===== src/rtl/fixed_pkg.sv =====
// Shared fixed-point types and constants for the sign-magnitude Q7.8 IIR datapath.
package fixed_pkg;

  localparam int WIDTH     = 16;
  localparam int FRAC_BITS = 8;

  localparam logic [WIDTH-2:0] MAG_MAX = '1;

  typedef struct packed {
    logic             sign;
    logic [WIDTH-2:0] mag;
  } sm_word_t;

  typedef enum logic {
    OP_ADD = 1'b0,
    OP_SUB = 1'b1
  } op_t;

  // Folds negative zero onto positive zero.
  function automatic sm_word_t normZero(input sm_word_t w);
    sm_word_t n;
    n.mag  = w.mag;
    n.sign = w.sign & (|w.mag);
    return n;
  endfunction

endpackage


===== src/rtl/sm_addsub_core.sv =====
// Combinational magnitude add/sub with saturation and zero-sign normalisation.
module sm_addsub_core #(
  parameter int WIDTH = fixed_pkg::WIDTH
) (
  input  fixed_pkg::op_t   op,
  input  logic             sign,
  input  logic [WIDTH-2:0] magLarge,
  input  logic [WIDTH-2:0] magSmall,
  output logic [WIDTH-1:0] result,
  output logic             overflow
);
  import fixed_pkg::*;

  logic [WIDTH-1:0] magSum;
  logic [WIDTH-2:0] magOut;

  assign magSum = {1'b0, magLarge} + {1'b0, magSmall};

  always_comb begin
    magOut   = magLarge - magSmall;
    overflow = 1'b0;
    if (op == OP_ADD) begin
      magOut = magSum[WIDTH-2:0];
      if (magSum[WIDTH-1]) begin
        magOut   = '1;
        overflow = 1'b1;
      end
    end
  end

  // A zero magnitude always leaves as +0.
  assign result = {sign & (|magOut), magOut};

endmodule


===== src/rtl/sm_subtractor_pipe.sv =====
// Two-stage sign-magnitude subtractor (A - B) with valid/ready on both sides and saturation.
module sm_subtractor_pipe #(
  parameter int WIDTH     = fixed_pkg::WIDTH,
  parameter int FRAC_BITS = fixed_pkg::FRAC_BITS
) (
  input  logic             clk,
  input  logic             rst_n,
  input  logic [WIDTH-1:0] inputA,
  input  logic [WIDTH-1:0] inputB,
  input  logic             in_valid,
  output logic             in_ready,
  output logic [WIDTH-1:0] result,
  output logic             overflow,
  output logic             out_valid,
  input  logic             out_ready
);
  import fixed_pkg::*;

  localparam int MW = WIDTH - 1;

  logic [MW-1:0] magA, magB;
  logic          signA, signBEff;

  op_t           opNext;
  logic          signNext;
  logic [MW-1:0] largeNext, smallNext;

  logic          started;
  logic          s1Valid;
  op_t           s1Op;
  logic          s1Sign;
  logic [MW-1:0] s1Large, s1Small;

  logic          s2Move, s1Move, inXfer;
  logic [WIDTH-1:0] coreResult;
  logic             coreOverflow;

  assign magA     = inputA[MW-1:0];
  assign magB     = inputB[MW-1:0];
  assign signA    = inputA[WIDTH-1] & (|magA);
  assign signBEff = ~(inputB[WIDTH-1] & (|magB));

  always_comb begin
    opNext    = OP_ADD;
    signNext  = signA;
    largeNext = magA;
    smallNext = magB;
    if (signA != signBEff) begin
      opNext = OP_SUB;
      if (magA >= magB) begin
        signNext = (magA == magB) ? 1'b0 : signA;
      end else begin
        signNext  = signBEff;
        largeNext = magB;
        smallNext = magA;
      end
    end
  end

  // Ready path is combinational from out_ready; no skid buffer.
  assign s2Move   = !out_valid || out_ready;
  assign s1Move   = !s1Valid || s2Move;
  assign in_ready = started && s1Move;
  assign inXfer   = in_valid && in_ready;

  sm_addsub_core #(.WIDTH(WIDTH)) uCore (
    .op       (s1Op),
    .sign     (s1Sign),
    .magLarge (s1Large),
    .magSmall (s1Small),
    .result   (coreResult),
    .overflow (coreOverflow)
  );

  always_ff @(posedge clk or negedge rst_n) begin
    if (!rst_n) begin
      started   <= 1'b0;
      s1Valid   <= 1'b0;
      s1Op      <= OP_ADD;
      s1Sign    <= 1'b0;
      s1Large   <= '0;
      s1Small   <= '0;
      out_valid <= 1'b0;
      result    <= '0;
      overflow  <= 1'b0;
    end else begin
      started <= 1'b1;
      if (s1Move) begin
        s1Valid <= inXfer;
        if (inXfer) begin
          s1Op    <= opNext;
          s1Sign  <= signNext;
          s1Large <= largeNext;
          s1Small <= smallNext;
        end
      end
      if (s2Move) begin
        out_valid <= s1Valid;
        if (s1Valid) begin
          result   <= coreResult;
          overflow <= coreOverflow;
        end
      end
    end
  end

endmodule

===== config.mk =====
export PLATFORM = sky130hd
export DESIGN_NAME = sm_subtractor_pipe
export DESIGN_NICKNAME = d
export VERILOG_FILES = /design/src/rtl/fixed_pkg.sv /design/src/rtl/sm_addsub_core.sv /design/src/rtl/sm_subtractor_pipe.sv
export SDC_FILE = /design/constraint.sdc
export NUM_CORES = 1
export LEC_CHECK = 0
export CORE_ASPECT_RATIO = 0.75
export CORE_MARGIN = 1
export CORE_UTILIZATION = 55
export CTS_CLUSTER_SIZE = 30
export DETAILED_ROUTE_END_ITERATION = 10
export PLACE_DENSITY_LB_ADDON = 0.08
export SYNTH_ARGS = -nofsm -noshare
export SYNTH_HDL_FRONTEND = slang
export SYNTH_SLANG_ARGS = --single-unit

===== constraint.sdc =====
create_clock -name clk -period 2.9 [get_ports clk]
set_input_delay 0.58 -clock clk [delete_from_list [all_inputs] [get_ports clk]]
set_output_delay 0.58 -clock clk [all_outputs]
set_load 0.01 [all_outputs]

Word level (Yosys, flattened, before mapping)
Index checks and enable logic that the tools add are counted.
{"block": "word_totals", "ff_bits": 52, "inputBits": 36, "word_cells": 41}
{"block": "op_classes", "n_addsub": 2, "order_cmp": 1, "n_eq_ne": 2, "muxes": 12, "n_bitwise": 4, "n_reduce_logical": 11}
{"op": "$mux W15", "count": 6}
{"op": "$reduce_or A15 Y1", "count": 3}
{"op": "$add A15 B15 Y16", "count": 1}
{"op": "$eq A15 B15 Y1", "count": 1}
{"op": "$ge A15 B15 Y1", "count": 1}
{"op": "$sub A15 B15 Y15", "count": 1}
{"op": "$mux W1", "count": 6}
{"op": "$reduce_and A2 Y1", "count": 2}
{"op": "$and A1 B1 Y1", "count": 3}
{"op": "$logic_and A1 B1 Y1", "count": 2}
{"op": "$logic_not A1 Y1", "count": 2}
{"op": "$logic_or A1 B1 Y1", "count": 2}
{"op": "$ne A1 B1 Y1", "count": 1}
{"op": "$not A1 Y1", "count": 1}

Longest topological paths before layout
Gate-level depths: netlist of run 1.
{"block": "logic_depth", "word_depth": 6, "mapped_depth": 12}

Cells and area by module
Synthesis of run 1 repeated with hierarchy kept, for this count alone.
{"block": "unflattened", "hier_cells": 479, "area_unflattened_um2": 4296.6}
{"module": "sm_subtractor_pipe", "instances": 1, "cells_each": 249, "area_each_um2": 2692.6, "seq_area_each_um2": 1301.2}
{"module": "sm_addsub_core", "instances": 1, "cells_each": 230, "area_each_um2": 1604.0, "seq_area_each_um2": 0.0}

Worst setup path after synthesis of run 1
No wires, ideal clock.
{"block": "synth_path", "path_kind": "register to register", "from": "register s1Large[9]", "to": "register result[15]", "setup_time_ns": 0.137, "arrival_time_ns": 2.462, "required_ns": 2.763, "slack_ns": 0.301, "path_stages_with_launch": 11, "path_buffers": 0, "synth_period_minus_slack_ns": 2.599, "path_cell_list": "dfrtp_1 ha_1 and2b_2 nor3_4 o21bai_4 a211oi_4 nand2_2 or3_1 a32o_1 and3b_1 a31oi_1"}
{"block": "synth_via", "elab_chain_len": 5, "elab_cells_between_ends": 6, "cone_classes": "2 x add/sub; 2 x mux; 1 x bitwise; 1 x reduce/logical"}
{"element": "start: declaration", "line": "sm_subtractor_pipe.sv:32", "rtl": "logic [MW-1:0] s1Large, s1Small;"}
{"element": "start signal: assignment", "line": "sm_subtractor_pipe.sv:93", "rtl": "s1Large <= largeNext;"}
{"element": "$add A15 B15 Y16", "line": "sm_addsub_core.sv:17", "rtl": "assign magSum = {1'b0, magLarge} + {1'b0, magSmall};"}
{"element": "$mux W15", "line": "sm_addsub_core.sv:24", "rtl": "if (magSum[WIDTH-1]) begin"}
{"element": "$mux W15 (*)", "line": "sm_addsub_core.sv:22", "rtl": "if (op == OP_ADD) begin"}
{"element": "$reduce_or A15 Y1 (*)", "line": "sm_addsub_core.sv:32", "rtl": "assign result = {sign & (|magOut), magOut};"}
{"element": "$and A1 B1 Y1 (*)", "line": "sm_addsub_core.sv:32"}
{"element": "end signal: assignment", "line": "sm_subtractor_pipe.sv:100", "rtl": "result <= coreResult;"}
{"element": "end: declaration", "line": "sm_subtractor_pipe.sv:12", "rtl": "output logic [WIDTH-1:0] result,"}
Mark *: on every way between the ends. The rest lies on a longest branch, timed or not.
A chain may end at the register's enable or synchronous reset.

Worst setup path in the final report of run 1
{"block": "layout_path", "from": "register s1Large[1]", "to": "register result[15]"}
The elaborated chain is that of the path after synthesis.

==> results of run 1 <==
==> metrics by stage <==
step | hold WS [ns] | worst slack [ns] | utilization (%) | instance area (um^2)
after detailed placement | 0.4659 | -0.2427 | 72.46 | 5385
after floorplan | 0.2844 | 0.3012 | - | 4259
after global placement | 0.4647 | -0.1034 | 72.46 | 5385
after CTS | 0.3472 | 0.01046 | 75.86 | 5638
after global routing | 0.3820 | -0.1245 | 78.69 | 5848
final | 0.3331 | -0.03409 | 78.69 | 5848
==> timing repair <==
item                       CTS  global route
gates resized for setup     19            28
setup endpoints to repair    1            29
buffers inserted             7             7
hold buffers                 0             0
pin swaps                   11            17
==> routing by layer <==
| layer | GRT usage (%) | routed length (um) | part of all wire [%] |
|---|---|---|---|
| met1 | 42.74 | 5685 | 46 |
| met2 | 53.09 | 5856 | 48 |
| met3 | 3.405 | 584 | 4.8 |
| met4 | 6.667 | 164 | 1.3 |
| met5 | 0 | 0 | 0 |
==> cell families (layout without fill, tap and decap cells) <==
kind of cell	Yosys count	in the layout	synth area share, %
buf+inv	62	190	5.905
other cells	1	1	0.08805
fa+ha+maj	46	46	13.87
mux	39	39	9.342
simple gates	147	147	17.36
compound gates	139	139	22.06
flops	52	52	30.55
xor+xnor	4	4	0.8227
==> flip-flops by register name (all words and copies together) (netlist names) <==
signal / count
s1Sign: 1
s1Valid: 1
out_valid: 1
overflow: 1
s1Small: 15
started: 1
result: 16
s1Op: 1
s1Large: 15
==> area by class of cell <==
class	count	area, um^2	share of cell area [%]
Clock buffer	6	82.58	1.412
Inverter	42	157.7	2.696
Clock inverter	2	13.76	0.2353
Multi-Input combinational cell	376	2972	50.81
Tap cell	101	126.4	2.161
Sequential cell	52	1303	22.27
Timing Repair Buffer	140	1194	20.41
==> worst max-delay path: stages, from the launching register on <==
cell	delay (ns)
dfrtp_2	0.44
ha_1	0.31
nand2b_4	0.15
a221o_1	0.40
a211oi_4	0.44
and3_4	0.31
nor2_4	0.08
a221oi_2	0.28
a31o_2	0.19
nor4_4	0.06
a31oi_1	0.21
==> cells in the final DEF, fill, tap and decap left out, types with 4 or more instances in the layout <==
cell type and n:
buf_4 85, nand2_1 59, clkdlybuf4s50_1 53, o21ai_0 51, dfrtp_1 51, inv_1 41, ha_1 36, mux2i_1 33
nor2_1 20, a21oi_1 17, nor3_1 12, nand2b_1 8, o21a_1 7, a31oi_1 7, nor4_1 6, mux2_2 6
clkbuf_8 6, and2_1 5, a21o_1 5, ha_4 5, nor2b_1 4, nand4_1 4, or3_1 4
==> power breakdown <==
part / total (mW) / switching [mW] / internal (mW) / leakage (nW)
sequential: 1.06 / 0.144 / 0.920 / 0.632
clock: 0.457 / 0.261 / 0.196 / 0.0516
combinational: 2.50 / 1.24 / 1.26 / 2.13
total: 4.02 / 1.65 / 2.37 / 2.81
==> path summary, 6_finish.rpt <==
path / startpoint / to
setup / recovery: s1Large[1] / result[15]
hold reg to reg: result[3] / result[3]
min in group clk: result[3] / result[3]
hold / removal: rst_n / s1Large[7]
max in group asynchronous: rst_n / result[1]
setup reg to reg: s1Large[1] / result[15]
==> metrics.md, run 1 <==
| Metric | Value |
|---|---|
| Outcome | finished, violations left |
| Failing checks | setup timing |
| Initial antenna violation count | 0 |
| H-tree Lvls | 2 |
| Vias in the first global route | around 4,100 |
| Fin cells | ~720 |
| Ys async rst share | 100.0% |
| R2R Setup Slk | -0.03 ns |
| Setup Skew | 0.009379 ns |
| Final Routed Wirelength | 12,290 um |
| WS Path Type | reg -> reg |
| Largest net degree at the start of global routing | 47 |
| # port buffers | 54 |
| Drt wl/cell | 17.09 um |
| Placer Congestion | 0.9437 |
| Initial drt markers | 303 |
| CTS tree | done |
| Post-Route Setup TNS | -0.03409 ns |
| Max Clk Rate | around 340 MHz |
| Initial Util | 57.31% |
| Post-synth EDFFs | 0 |
| DRC viols | 0 |
| I/O pin count | 55 |
| LEAKAGE | roughly 2.8 nW |
| Cell taking the most area after synthesis | dfrtp_1 |
| WP data required | between 3 and 4 ns |
| Sequential share of the synthesized area | 30.55% |
| Die Area | 8103 um^2 |
| Critical Path End Type | flip-flop |
| Via count | roughly 4,200 |
| TritonRoute pass-1 iters | 4 |
| Fin. Hold Viols | 0 |
| Final setup fails | 1 |
| Total gr overflow | 0 |
| Cell Rows | 27 |
| Cell with the most instances after synthesis | nand2_1 |
| Number of routed nets with antenna violations | 0 |
| Diodes inserted | 0 |
| Bufs on Longest Clock Path | 2 |
| Worst vdd ir | 0.0003971 V |
| Hold Path Class | in -> async |
| Synth unique cells | 72 |
| Synth cell count leaders | 59 x nand2_1, 54 x o21ai_0, 52 x dfrtp_1, 44 x ha_1, 41 x inv_1 |
| Sink Count | 52 |
| CP max FO | 6 |
| Synth area leaders | dfrtp_1 31%, ha_1 13%, mux2i_1 7.8% |
| Area grow syn2layout | 37.31% |
| Root Buffer | clkbuf_8 |
| #FFs+latches synth | 52 |
| Placed cell count | 697 |
| Total GRT Usage | 31.05% |
| Share of cells above drive strength 1 | roughly 25% |
| R2r worst-path depth | 10 |
| Synthesized area per cell | 8.692 um^2 |
| PnR worst setup slack | -0.03409 ns |
| Max-Cap Viols | 0 |
| Total clock buffers created by CTS | 5 |
| Total chip power | 4.020 mW |
| RSZ-0062 raised after global routing | true |
| Vias per std cell | 5.855 |
| Nets | 699 |
| Slew @ Worst Pin | 0.7592 ns |
| Die Span X | 103.6 um |
| Die height | just under 80 um |
| Syn_nets | 572 |
| Clock transition at the registers of the reported paths | 0.10 ns |
| Synth Flop Type | dfrtp_1 |
| Slew Limit Headroom | 49.38% |
| Synthesized cell area | 4259 um^2 |
| Final Critical Period | about 2.9 ns |
| Core area | roughly 7400 um^2 |
| Final Max Slew Viols | 0 |
| Share of the clock period used by the worst path | 101.2% |
| DPL Wire Length | 9250 um |
| Syn. warnings | 0 |
| Fillers | ~520 |
| First-pass GRT wire length | 19,920 um |
| Clk_lat worst skew | 0.31 ns |
| Power Dens Cells | 687.4 nW/um^2 |
| Synth top area share | 30.55% |
| Critical Path Source Type | flip-flop |
| Synth Instances | approximately 500 |
| Crit path DAT | 3.16 ns |
No activity file was read; power rests on OpenSTA's default activity.
==> inputs of run 2 (changes only) <==
--- a/config.mk
+++ b/config.mk
@@ -10,6 +10,7 @@
 export CORE_UTILIZATION = 55
 export CTS_CLUSTER_SIZE = 30
 export DETAILED_ROUTE_END_ITERATION = 10
+export DONT_BUFFER_PORTS = 1
 export PLACE_DENSITY_LB_ADDON = 0.08
 export SYNTH_ARGS = -nofsm -noshare
 export SYNTH_HDL_FRONTEND = slang
==> run 2 against run 1 <==
  * Worst hold slack got worse by 0.23 ns
  * Register-to-register slack improved by 0.04 ns
  * Non-clock buffer count fell by 92
  * Global-route usage fell by 3.2 points
  * Sequential power rose by 6%
  * Flip-flop and latch count did not move
  * Clock-buffer cell count fell by 1
  * The flow now finishes without violations
  * Sequential share of layout area rose by 3.8 points
  * Worst setup slack improved by 0.036 ns
  * Power fell by 13%
  * Critical path depth did not move
==> metrics.md, run 2 (synthesized netlist as in run 1, its figures left out) <==
| Metric | Value |
|---|---|
| Outcome | completed |
| Final Max Slew Viols | 0 (unchanged) |
| Max-Cap Viols | 0 (unchanged) |
| Register Area | 1303 um^2 (unchanged) |
| Share of cells above drive strength 1 | 19.96% (-5.0 points) |
| Commonest non-fill, non-tap cell in the layout | nand2_1 |
| DPL Wire Length | 8464 um (-8.5%) |
| Commonest cells after routing, fill and taps aside | 59 x nand2_1, 51 x dfrtp_1, 50 x o21ai_0 |
| Pre-CTS setup slack | -0.06040 ns (+0.1823 ns) |
| RSZ-0062 raised after global routing | true |
| Area of the multi-input gates | 2912 um^2 (-2.0%) |
| Share of the clock period used by the worst path | 99.93% (-1.2 points) |
| Cell Rows | 27 (unchanged) |
| Sequential share of power | 32.0% (+5.5 points) |
| Initial Util | 57.31% (unchanged) |
| Utilization after layout | 67.24% (-11 points) |
| Slew @ Worst Pin | 0.5882 ns (-0.1711 ns) |
| Clk pwr share | 12.6% (+1.2 points) |
| Final Routed Wirelength | 10,980 um (-11%) |
| Root Buffer | clkbuf_8 |
| Largest net degree at the start of global routing | 53 (+13%) |
| Max FFs per register | 16 (unchanged) |
| Fin. Hold Viols | 0 (unchanged) |
| Hold Path Class | in -> async |
| TritonRoute pass-1 iters | 5 (+1) |
| Total gr overflow | 0 (unchanged) |
| Critical Path End Type | flip-flop |
| Core area | 7432 um^2 (unchanged) |
| PnR worst setup slack | 0.002069 ns (+0.03616 ns) |
| Initial drt markers | 239 (-21%) |
| Drt wl/cell | 17.52 um (+2.5%) |
| Setup Skew | 0.009806 ns (+0.0004274 ns) |
| First-pass GRT wire length | 17,960 um (-9.8%) |
| P_sw | 1.522 mW (-7.5%) |
| Vias in the first global route | 3,602 (-13%) |
| CTS tree | done |
| Fillers | 628 (+21%) |
| Die Span X | 103.6 um (unchanged) |
| Switch share | 43.29% (+2.4 points) |
| Most flop-heavy register | result |
| Post-Route Setup TNS | 0 ns (+0.03409 ns) |
| Placer Congestion | 0.8976 (-4.9%) |
| Power Dens Cells | 703.6 nW/um^2 (+2.4%) |
| Total clock buffers created by CTS | 5 (unchanged) |
| WS Path Type | reg -> reg |
| WP data required | 3.09 ns (-0.04 ns) |
| Die height | 78.21 um (unchanged) |
| Nets | 607 (-13%) |
| Total chip power | 3.516 mW (-13%) |
| Vias per std cell | 5.952 (+1.7%) |
| Slew Limit Headroom | 60.49% (+11 points) |
| Max Clk Rate | 345.1 MHz (+1.2%) |
| Worst vdd ir | 0.0003983 V (+0.30%) |
| Internal | 1.994 mW (-16%) |
| Die Area | 8103 um^2 (unchanged) |
| Clk_lat worst skew | 0.31 ns (about the same) |
| Top Registers | result (16), s1Large (15), s1Small (15) |
| Initial antenna violation count | 0 (unchanged) |
| Clock transition at the registers of the reported paths | 0.11 ns (about the same) |
| Number of routed nets with antenna violations | 0 (unchanged) |
| Total GRT Usage | 27.90% (-3.2 points) |
| # port buffers | 0 (-100%) |
| DRC viols | 0 (unchanged) |
| LEAKAGE | 2.425 nW (-14%) |
| I/O pin count | 55 (unchanged) |
| Via count | 3,732 (-11%) |
| Area grow syn2layout | 17.33% |
| Final setup fails | 0 (-1) |
| Sink Count | 52 (unchanged) |
| Final Critical Period | 2.898 ns (-0.03616 ns) |
| Crit path DAT | 3.09 ns (-0.07 ns) |
| Bufs on Longest Clock Path | 2 (unchanged) |
| Critical Path Source Type | flip-flop |
| Diodes inserted | 0 (unchanged) |
| CP max FO | 4 (-2) |
| Comb power frac | 55.4% (-6.8 points) |
| R2r worst-path depth | 10 (unchanged) |
| H-tree Lvls | 2 (unchanged) |
## run 2: cell types whose count changed in the layout (fill, tap and decap cells not counted), moves of 2 or more
cell	before	now
buf_4	85	45
clkdlybuf4s50_1	53	0
ha_1	36	41
ha_2	3	1
ha_4	5	2
o21ai_1	0	2
## run 2: timing repair
item / 4_1_cts / 5_1_grt
pin swaps: 0 / 15
hold buffers: 1 / 0
setup endpoints to repair: 1 / 9
endpoints found under the hold margin: 52 / 0
setup buffers: 0 / 5
resized for setup: 9 / 29
## run 2: worst max-delay path, stage by stage (launching register included)
cell      delay, ns
dfrtp_1        0.43
ha_4           0.30
and2b_2        0.23
nor3_4         0.29
o21bai_4       0.12
a211o_4        0.38
or3_1          0.33
a32oi_2        0.22
nand3_2        0.13
nor4_4         0.24
a31oi_1        0.11
## run 2: area by class of cell
| class | count | share of cell area [%] |
|---|---|---|
| flip-flops and latches | 52 | 26.06 |
| clock buffers | 5 | 1.377 |
| inverters | 42 | 3.155 |
| clock inverters | 3 | 0.5008 |
| multi-input cells | 376 | 58.26 |
| repair buffers | 48 | 8.112 |
| well taps | 101 | 2.529 |
## run 2: path summary, 6_finish.rpt
kind,from,to,slack [ns]
worst max-delay path,s1Large[9],result[15],0.002
worst min-delay path,rst_n,s1Small[5],0.10
worst max register to register,s1Large[9],result[15],0.002
worst min register to register,s1Small[14],s1Small[14],0.51
max in group asynchronous,rst_n,result[15],2.55
min in group clk,out_ready,s1Valid,0.45
## run 2: metrics by stage
| stage | area [um^2] | hold slack (ns) | cells |
|---|---|---|---|
| 6_report | 4997 | 0.1042 | 627 |
| 2_1_floorplan | 4259 | 0.2844 | 490 |
| 3_5_place_dp | 4637 | 0.2855 | 613 |
| 3_3_place_gp | 4637 | 0.2854 | 613 |
| 4_1_cts | 4798 | 0.1251 | 622 |
| 5_1_grt | 4997 | 0.1229 | 627 |
## run 2: power by group through the flow
stage | combinational (mW) | sequential [mW] | clock (mW)
final | 1.95 | 1.12 | 0.444
after global routing | 2.14 | 1.15 | 0.477
after CTS | 1.76 | 1.13 | 0.450
after detailed placement | 1.69 | 1.14 | 0
after global placement | 1.66 | 1.13 | 0
after floorplan | 1.19 | 1.10 | 0
## run 2: layer usage
metal | global-route usage (%) | routed length (um) | vias to the layer above
met1 | 40.40 | 5290 | 1813
li1 | - | - | 1830
met3 | 3.571 | 452 | 9
met5 | 0 | 0 | -
met4 | 3.623 | 72 | 0
met2 | 45.91 | 5166 | 80
